`config.mk`:
```
export PLATFORM = sky130hd
export DESIGN_NAME = sipo_br
export DESIGN_NICKNAME = d
export VERILOG_FILES = /design/src/rtl/sipo_br.sv
export SDC_FILE = /design/constraint.sdc
export NUM_CORES = 1
export LEC_CHECK = 0
export ABC_CLOCK_PERIOD_IN_PS = 4500
export BUFFER_PORTS_ARGS = -buffer_cell sky130_fd_sc_hd__buf_4
export CORE_AREA = 10 10 54 98
export CTS_CLUSTER_SIZE = 30
export DETAILED_ROUTE_END_ITERATION = 12
export DIE_AREA = 0 0 64 108
export GPL_ROUTABILITY_DRIVEN = 0
export PLACE_DENSITY = 0.46
export SLEW_MARGIN = 20
export SYNTH_ARGS = -nofsm -noshare
export SYNTH_HDL_FRONTEND = slang
export SYNTH_SLANG_ARGS = --single-unit
```
`constraint.sdc`:
```
create_clock -name clk -period 4.5 [get_ports clk]
set_input_delay 0.45 -clock clk [delete_from_list [all_inputs] [get_ports clk]]
set_output_delay 0.45 -clock clk [all_outputs]
set_load 0.1 [all_outputs]
```
`src/rtl/sipo_br.sv`:
```
// Serial-in, parallel-out receiver for the start-strobed, MSB-first PISO link.
// Samples one bit every DIV clocks on the last cycle of each bit period.
module sipo_br #(
  parameter int WIDTH = 8,
  parameter int DIV   = 2
) (
  input  logic             clk,
  input  logic             rst_n,
  input  logic             start,
  input  logic             sin,
  output logic [WIDTH-1:0] dout,
  output logic             valid,
  output logic             busy
);

  localparam int PW = $clog2(DIV + 1);
  localparam int BW = (WIDTH > 1) ? $clog2(WIDTH) : 1;

  localparam logic [PW-1:0] PHASE_ONE  = PW'(1);
  localparam logic [PW-1:0] PHASE_LAST = PW'(DIV);
  localparam logic [BW-1:0] BIT_TOP    = BW'(WIDTH - 1);
  localparam logic [BW-1:0] BIT_ZERO   = '0;

  typedef enum logic {
    IDLE,
    SHIFT
  } state_t;

  state_t           state_q,  state_d;
  logic [PW-1:0]    phase_q,  phase_d;
  logic [BW-1:0]    bitidx_q, bitidx_d;
  logic [WIDTH-1:0] shreg_q,  shreg_d;
  logic [WIDTH-1:0] dout_q,   dout_d;
  logic             valid_q,  valid_d;

  always_ff @(posedge clk or negedge rst_n) begin
    if (!rst_n) begin
      state_q  <= IDLE;
      phase_q  <= PHASE_ONE;
      bitidx_q <= BIT_TOP;
      shreg_q  <= '0;
      dout_q   <= '0;
      valid_q  <= 1'b0;
    end else begin
      state_q  <= state_d;
      phase_q  <= phase_d;
      bitidx_q <= bitidx_d;
      shreg_q  <= shreg_d;
      dout_q   <= dout_d;
      valid_q  <= valid_d;
    end
  end

  always_comb begin
    state_d  = state_q;
    phase_d  = phase_q;
    bitidx_d = bitidx_q;
    shreg_d  = shreg_q;
    dout_d   = dout_q;
    valid_d  = 1'b0;
    busy     = (state_q == SHIFT);

    case (state_q)
      IDLE: begin
        if (start) begin
          state_d  = SHIFT;
          phase_d  = PHASE_ONE;
          bitidx_d = BIT_TOP;
          shreg_d  = '0;
        end
      end
      SHIFT: begin
        // start is deliberately ignored here so a frame in flight is never disturbed
        if (phase_q == PHASE_LAST) begin
          shreg_d = {shreg_q[WIDTH-2:0], sin};
          phase_d = PHASE_ONE;
          if (bitidx_q == BIT_ZERO) begin
            dout_d   = {shreg_q[WIDTH-2:0], sin};
            valid_d  = 1'b1;
            bitidx_d = BIT_TOP;
            state_d  = IDLE;
          end else begin
            bitidx_d = bitidx_q - BW'(1);
          end
        end else begin
          phase_d = phase_q + PW'(1);
        end
      end
      default: state_d = IDLE;
    endcase
  end

  assign dout  = dout_q;
  assign valid = valid_q;

endmodule

```
==> reports/metrics.yaml, run 1 <==
crit_chain: "and3b_1 > and3_4 > mux2_4"
synthTopCellsByCount: "dfrtp_1, mux2_4, a22o_1"
synth_top_area_share_pct: 50.49
syn_avg_cell_area_um2: 14.39
path_class: "reg2reg"
crit_path_max_incr_delay_ps: 460
grt_pass1_wl_mm: 2.960
io_pins: 14
clockBufferDepth: 2
hold_viol_final: 0
cts_setup_buffers: 0
p_leak_nw: 0.5280
cp.required_ps: 4650
synth_edf_count: 0
seqCellArea_um2: 555.5
setup_viol_count_final: 0
first_iter_violations: 14
synthArstFlopShare_pct: 100.0
cpMaxStageDelayCell: "dfrtp_1"
fin_crit_sh_pct: 38.06
die_w_um: 64
rsz0062_at_grt: "no"
crit_buf_inv: 0
clk_latency_ps: 260
synth_area_um2: 892.1
critPathTopFamily: "simple AND/OR/NAND/NOR gates"
core_um2: 3804
syn_nets: 68
viasPerCell: 4.219
cts_buffers: 3
grt_max_degree: 23
cts_repair_resize_count: 0
synth_cells: 62
min_period_ps: 1713
ant_nets: 0
post-dp-hpwl_mm: 1.262
ys_ff_latch: 22
synth_cell_type_count: 19
fin_nets: 84
max_freq_ghz: 0.5839
initial_core_util_pct: 23.45
synth_area_leaders: "dfrtp_1, mux2_4, dfstp_2"
slew_headroom_pct: 65.99
multi_input_area_um2: 309.0
cellPowerDensity_nw_per_um2: 681.3
dr.pass1.iters: 3
drv_cap: 0
antenna_found_initial: 0
drc: 0
path_max_fanout: 13
fin_skew_ps: 4.348
n_fill_cell: 391
slew_violations: 0
hold_path_class: "in2async"
syn_to_final_growth_pct: 22.44
ys.warnings.count: 0
grt-ovfl-total: 0
root_buffer: "clkbuf_8"
htree_levels: 1
cts_tree: "yes"
wl_per_cell_um: 13.25
cp-start-kind: "register"
arrival_ps: 1870
rows: 32
synth_largest_area_cell: "dfrtp_1"
holdBufCountCts: 0
synth_most_common_cell: "dfrtp_1"
die-area_um2: 6912
track_usage_pct: 5.476
fin_tns_setup_ps: 0
critPathCaptureType: "register"
diodes: 0
port_buffers: 13
grt_pass1_vias: 621
synth_ff_type: "dfrtp_1"
ys_seq_area_share_pct: 62.27
wirelength_mm: 1.696
clkTransAtPathRegs_ps: 80
whs_ps: 59.66
worst_slew_pin_slew_ps: 508.3
vias: 540
die_h_um: 108
clkSinkCount: 22
peakVddDrop_v: 0.0001911
status: "finished clean"
layout-drive-gt1-share_pct: 38.96
-- kinds of logic after synthesis --
family | Yosys count | share of synthesized area (%)
buf+inv | 5 | 3.085
mux | 8 | 13.46
compound gates | 14 | 11.78
simple gates | 11 | 6.592
fa+ha+maj | 2 | 2.805
flops | 22 | 62.27
-- area by class of cell --
| class | instances | share of cell area (%) |
|---|---|---|
| flip-flops and latches | 22 | 50.86 |
| multi-input cells | 35 | 28.29 |
| repair buffers | 13 | 8.935 |
| well taps | 51 | 5.842 |
| clock buffers | 4 | 5.040 |
| inverters | 3 | 1.031 |
-- power breakdown --
group / internal [mW] / leakage (nW) / switching (mW)
logic: 0.0919 / 0.219 / 0.194
registers: 0.272 / 0.280 / 0.0458
clock network: 0.0780 / 0.0288 / 0.0628
-- final timing paths --
check                                  startpoint                 endpoint  slack (ps)  depth (start not counted)
min in group clk                              sin      dout[0]$_DFFE_PN0P_         430                          2
hold reg to reg            phase_q[1]$_DFFE_PN0P_   phase_q[1]$_DFFE_PN0P_         510                          1
max in group asynchronous                   rst_n  bitidx_q[1]$_DFFE_PN1P_        4160                          1
hold / removal                              rst_n          valid$_DFF_PN0_          60                          1
setup reg to reg                   busy$_DFF_PN0_      dout[1]$_DFFE_PN0P_        2790                          3
setup / recovery                   busy$_DFF_PN0_      dout[1]$_DFFE_PN0P_        2790                          3
-- routing by layer --
layer | track usage (%) | wire (µm) | vias to the layer above
met5 | 0 | 0 | -
met4 | 4.245 | 55 | 0
met3 | 2.383 | 156 | 5
met2 | 8.584 | 841 | 15
met1 | 5.579 | 642 | 269
li1 | - | - | 251
-- sequential cells by signal (all words and copies together) (netlist names) --
register,flops
shreg_q,7
dout,8
valid,1
phase_q,2
bitidx_q,3
busy,1
-- metrics by stage --
step	setup WS [ps]	utilization (%)	instance area [µm²]	cells	power [mW]
2_1_floorplan	2469	-	892.1	62	0.5435
3_3_place_gp	2862	27.27	1037	124	0.6054
3_5_place_dp	2800	27.27	1037	124	0.6124
4_1_cts	2786	28.72	1092	128	0.7542
5_1_grt	2681	28.72	1092	128	0.7935
6_report	2787	28.72	1092	128	0.7442
-- cells in the final DEF (no fill, tap or decap), types with 2 or more instances in the layout --
cell type | netlist | final
a21oi_1 | 2 | 2
a22o_1 | 7 | 7
buf_4 | 0 | 13
clkbuf_8 | 0 | 4
dfrtp_1 | 18 | 18
dfstp_2 | 4 | 4
ha_1 | 2 | 2
inv_1 | 3 | 3
mux2_4 | 8 | 8
nand2_1 | 2 | 2
nor2_1 | 4 | 4
nor3_1 | 2 | 2
o21ai_0 | 2 | 2
Power figures use the tool's default switching activity.
==> run 2, diff against run 1 <==
- ABC_CLOCK_PERIOD_IN_PS: 4500 -> 1600
- clock period: 4.5 -> 1.6 ns (I/O delays scaled with it)
==> reports/metrics.yaml, run 2 (synthesis gave the netlist of run 1 again) <==
status: "finished clean"
p_comb_share_pct: 39.5
antenna_found_initial: 0
final_cells: 131
clkSinkCount: 22
cellPowerDensity_nw_per_um2: 1903
fin_skew_ps: 3.114
slew_headroom_pct: 81.28
track_usage_pct: 5.921
worst_slew_pin_slew_ps: 280.8
clk_latency_ps: 270
p_sw_mw: 0.8638
cts_buffers: 3
power_frac_clock_pct: 18.9
fin_tns_setup_ps: 0
port_buffers: 13
rows: 32
htree_levels: 1
vias: 551
wl_per_cell_um: 13.31
placed_cells: 126
cp-start-kind: "register"
initial_core_util_pct: 23.45
viasPerCell: 4.206
hold_path_class: "in2reg"
wirelength_mm: 1.743
slew_violations: 0
layout_setup_ws_ps: 112.2
internal_power_mw: 1.270
hold_viol_final: 0
dr.pass1.iters: 3
sw_frac_of_total_pct: 40.48
io_pins: 14
arrival_ps: 1640
rsz0062_at_grt: "no"
layout-drive-gt1-share_pct: 41.25
clockBufferDepth: 2
fin_crit_sh_pct: 92.99
first_iter_violations: 9
pre_cts_ws_ps: 114.5
peakVddDrop_v: 0.0005425
ant_nets: 0
cts_tree: "yes"
drc: 0
path_max_fanout: 10
die_w_um: 64
grt_pass1_vias: 619
min_period_ps: 1488
die-area_um2: 6912
syn_to_final_growth_pct: 25.67
critPathCaptureType: "register"
die_h_um: 108
root_buffer: "clkbuf_8"
layout.cells.most_common: "dfrtp_1"
grt-ovfl-total: 0
core_um2: 3804
grt_pass1_wl_mm: 3.098
seq_power_share_pct: 41.6
final_cell_mix: "dfrtp_1, buf_4, mux2_4"
fin_nets: 87
grt_max_degree: 23
max_freq_ghz: 0.6721
post-dp-hpwl_mm: 1.313
p_leak_nw: 0.5420
largest_register_ffs: 8
setup_viol_count_final: 0
cts_repair_resize_count: 0
drv_cap: 0
diodes: 0
cp.required_ps: 1760
path_class: "reg2reg"
clkTransAtPathRegs_ps: 80
[run 2: area by class of cell]
class,instances,area [µm²]
inverter,3,11.26
fill,397,2683
multi-input combinational,35,309.0
tap,51,63.81
clock buffer,4,55.05
timing repair buffer,16,122.6
sequential,22,559.3
[run 2: final timing paths]
kind / startpoint / to / slack [ps] / cells past startpoint
setup / recovery: bitidx_q[0]$_DFFE_PN1P_ / dout[7]$_DFFE_PN0P_ / 110 / 4
hold / removal: sin / shreg_q[0]$_DFFE_PN0P_ / 130 / 2
setup reg to reg: bitidx_q[0]$_DFFE_PN1P_ / dout[7]$_DFFE_PN0P_ / 110 / 4
hold reg to reg: phase_q[1]$_DFFE_PN0P_ / phase_q[1]$_DFFE_PN0P_ / 490 / 1
max in group asynchronous: rst_n / bitidx_q[1]$_DFFE_PN1P_ / 1010 / 2
min in group asynchronous: rst_n / valid$_DFF_PN0_ / 320 / 2
[run 2: metrics by stage]
step,hold slack (ps),utilization [%],power (mW),instance area (µm²)
2_1_floorplan,-135.6,-,1.531,899.6
3_3_place_gp,63.80,27.76,1.739,1056
3_5_place_dp,65.98,27.76,1.757,1056
4_1_cts,133.0,29.47,2.166,1121
5_1_grt,131.9,29.47,2.273,1121
6_report,129.0,29.47,2.134,1121
[run 2: power groups by stage]
stage	sequential, mW	combinational (mW)	clock (mW)
floorplan	1.21	0.321	0
global placement	0.896	0.843	0
detailed placement	0.900	0.857	0
CTS	0.891	0.859	0.416
global route	0.924	0.905	0.444
finish	0.887	0.843	0.404
[run 2: routing by layer]
metal	GRT usage [%]	part of all wire, %	vias up
li1	-	-	258
met2	9.442	53	11
met1	5.835	36	277
met4	5.189	3.7	0
met3	2.280	6.7	5
met5	0	0	-
[run 2: worst max-delay path: stages, from the launching register on]
cell and delay [ps]:
dfstp_2 550, inv_1 60, ha_1 220, and3_4 240, mux2_4 310
[run 2: what timing repair did]
action,CTS,global route
hold buffers,1,0
buffers inserted,0,0
hold endpoints to repair,18,0
==> run 3, diff against run 2 <==
- ABC_AREA: default -> 1
- CORE_AREA: 10 10 54 98 -> 10 10 56 102
- DIE_AREA: 0 0 64 108 -> 0 0 66 112
==> reports/metrics.yaml, run 3 <==
status: "finished clean"
synth_cells: 95
die_h_um: 112
syn_to_final_growth_pct: 19.12
syn_avg_cell_area_um2: 10.19
fin_area_um2: 1154
initial_core_util_pct: 23.69
fin_nets: 117
die-area_um2: 7392
core_um2: 4088
synthArstFlopShare_pct: 100.0
ys_ff_latch: 22
fin_crit_sh_pct: 89.77
slew_headroom_pct: 81.08
grt-ovfl-total: 0
synthSimpleGateAreaFrac_pct: 18.60
htree_levels: 1
critPathCaptureType: "register"
wirelength_mm: 1.954
cts_tree: "yes"
syn_nets: 101
grt_pass1_wl_mm: 3.381
synth_most_common_cell: "nand2_1"
root_buffer: "clkbuf_8"
synth_largest_area_cell: "dfrtp_1"
arrival_ps: 1630
clk_latency_ps: 260
track_usage_pct: 5.816
post-dp-hpwl_mm: 1.500
die_w_um: 66
path_class: "reg2reg"
ys.warnings.count: 0
diodes: 0
layout-drive-gt1-share_pct: 29.09
cts_setup_buffers: 0
synth_ff_type: "dfrtp_1"
fin_skew_ps: 6.026
antenna_found_initial: 0
clkSinkCount: 22
synth_top_family_by_area: "simple AND/OR/NAND/NOR gates"
cp.required_ps: 1800
synth_cell_type_count: 20
vias: 671
port_buffers: 13
largest_register_ffs: 8
min_period_ps: 1436
synth_top_area_share_pct: 46.51
drv_cap: 0
cts_repair_resize_count: 0
synth_edf_count: 0
layout.cells.most_common: "nand2_1"
placed_cell_area_um2: 1099
ys_seq_area_share_pct: 57.36
yosys.area_share.xor_xnor_pct: 0
ant_nets: 0
viasPerCell: 4.142
final_cell_mix: "nand2_1, dfrtp_1, buf_4"
grt_pass1_vias: 726
slew_violations: 0
setup_viol_count_final: 0
synth_area_leaders: "dfrtp_1, dfstp_2, nand2_1"
path_max_fanout: 11
drc: 0
grt_max_degree: 23
cts_buffers: 3
worst_slew_pin_slew_ps: 283.8
synth_compound_area_share_pct: 12.92
hold_path_class: "in2reg"
synth_fa_ha_area_share_pct: 2.584
holdBufCountCts: 1
fin_util_pct: 28.22
io_pins: 14
max_freq_ghz: 0.6962
fin_tns_setup_ps: 0
clockBufferDepth: 2
first_iter_violations: 15
cp-start-kind: "register"
clkTransAtPathRegs_ps: 80
hold_viol_final: 0
dr.pass1.iters: 4
synth_area_um2: 968.4
rsz0062_at_grt: "no"
wl_per_cell_um: 12.06
synthTopCellsByCount: "nand2_1, dfrtp_1, inv_1"
rows: 33
synthMuxAreaShare_pct: 0
[run 3: worst max-delay path, cell delays in order (launching register included)]
cell and delay [ps]:
dfstp_2 530, inv_1 70, ha_1 210, nand2_2 230
nand2_1 150, o21ai_2 130, nand2_1 60
[run 3: cell families (layout without fill, tap and decap cells)]
kind of cell | Yosys count | count (layout)
adders and majority gates | 2 | 2
and+or+nand+nor | 35 | 35
buffers and inverters | 16 | 31
DFF | 22 | 22
AOI/OAI and AO/OA | 20 | 20
[run 3: metal layers]
layer | global-route usage (%) | vias up | share of wire [%]
li1 | - | 333 | -
met4 | 3.797 | 0 | 3.1
met2 | 10.51 | 15 | 56
met5 | 0 | - | 0
met3 | 2.209 | 5 | 6.9
met1 | 4.988 | 318 | 34
[run 3: cell type report]
cell class / instances / area (µm²)
Clock buffer: 4 / 45.04
Timing Repair Buffer: 14 / 107.6
Tap cell: 52 / 65.06
Inverter: 13 / 48.80
Sequential cell: 22 / 556.8
Fill cell: 431 / 2934
Multi-Input combinational cell: 57 / 330.3
[run 3: final timing paths]
kind	start	end	slack [ps]	cells past startpoint
hold reg to reg	shreg_q[0]$_DFFE_PN0P_	dout[1]$_DFFE_PN0P_	480	2
min in group asynchronous	rst_n	dout[2]$_DFFE_PN0P_	310	2
setup / recovery	bitidx_q[0]$_DFFE_PN1P_	bitidx_q[0]$_DFFE_PN1P_	160	6
max in group asynchronous	rst_n	bitidx_q[0]$_DFFE_PN1P_	1000	2
hold / removal	sin	dout[0]$_DFFE_PN0P_	110	3
setup reg to reg	bitidx_q[0]$_DFFE_PN1P_	bitidx_q[0]$_DFFE_PN1P_	160	6
[run 3: stage by stage]
step | hold WS, ps | cells | setup WS (ps)
after floorplan | -135.6 | 95 | 194.2
after global placement | 62.12 | 157 | 195.5
after detailed placement | 70.19 | 157 | 157.8
after CTS | 117.8 | 162 | 148.8
after global routing | 123.6 | 162 | 65.70
final | 113.7 | 162 | 163.7
Power of run 3 is not shown: default switching activity piles up to over one toggle a cycle in this logic, so the estimate is an artifact.
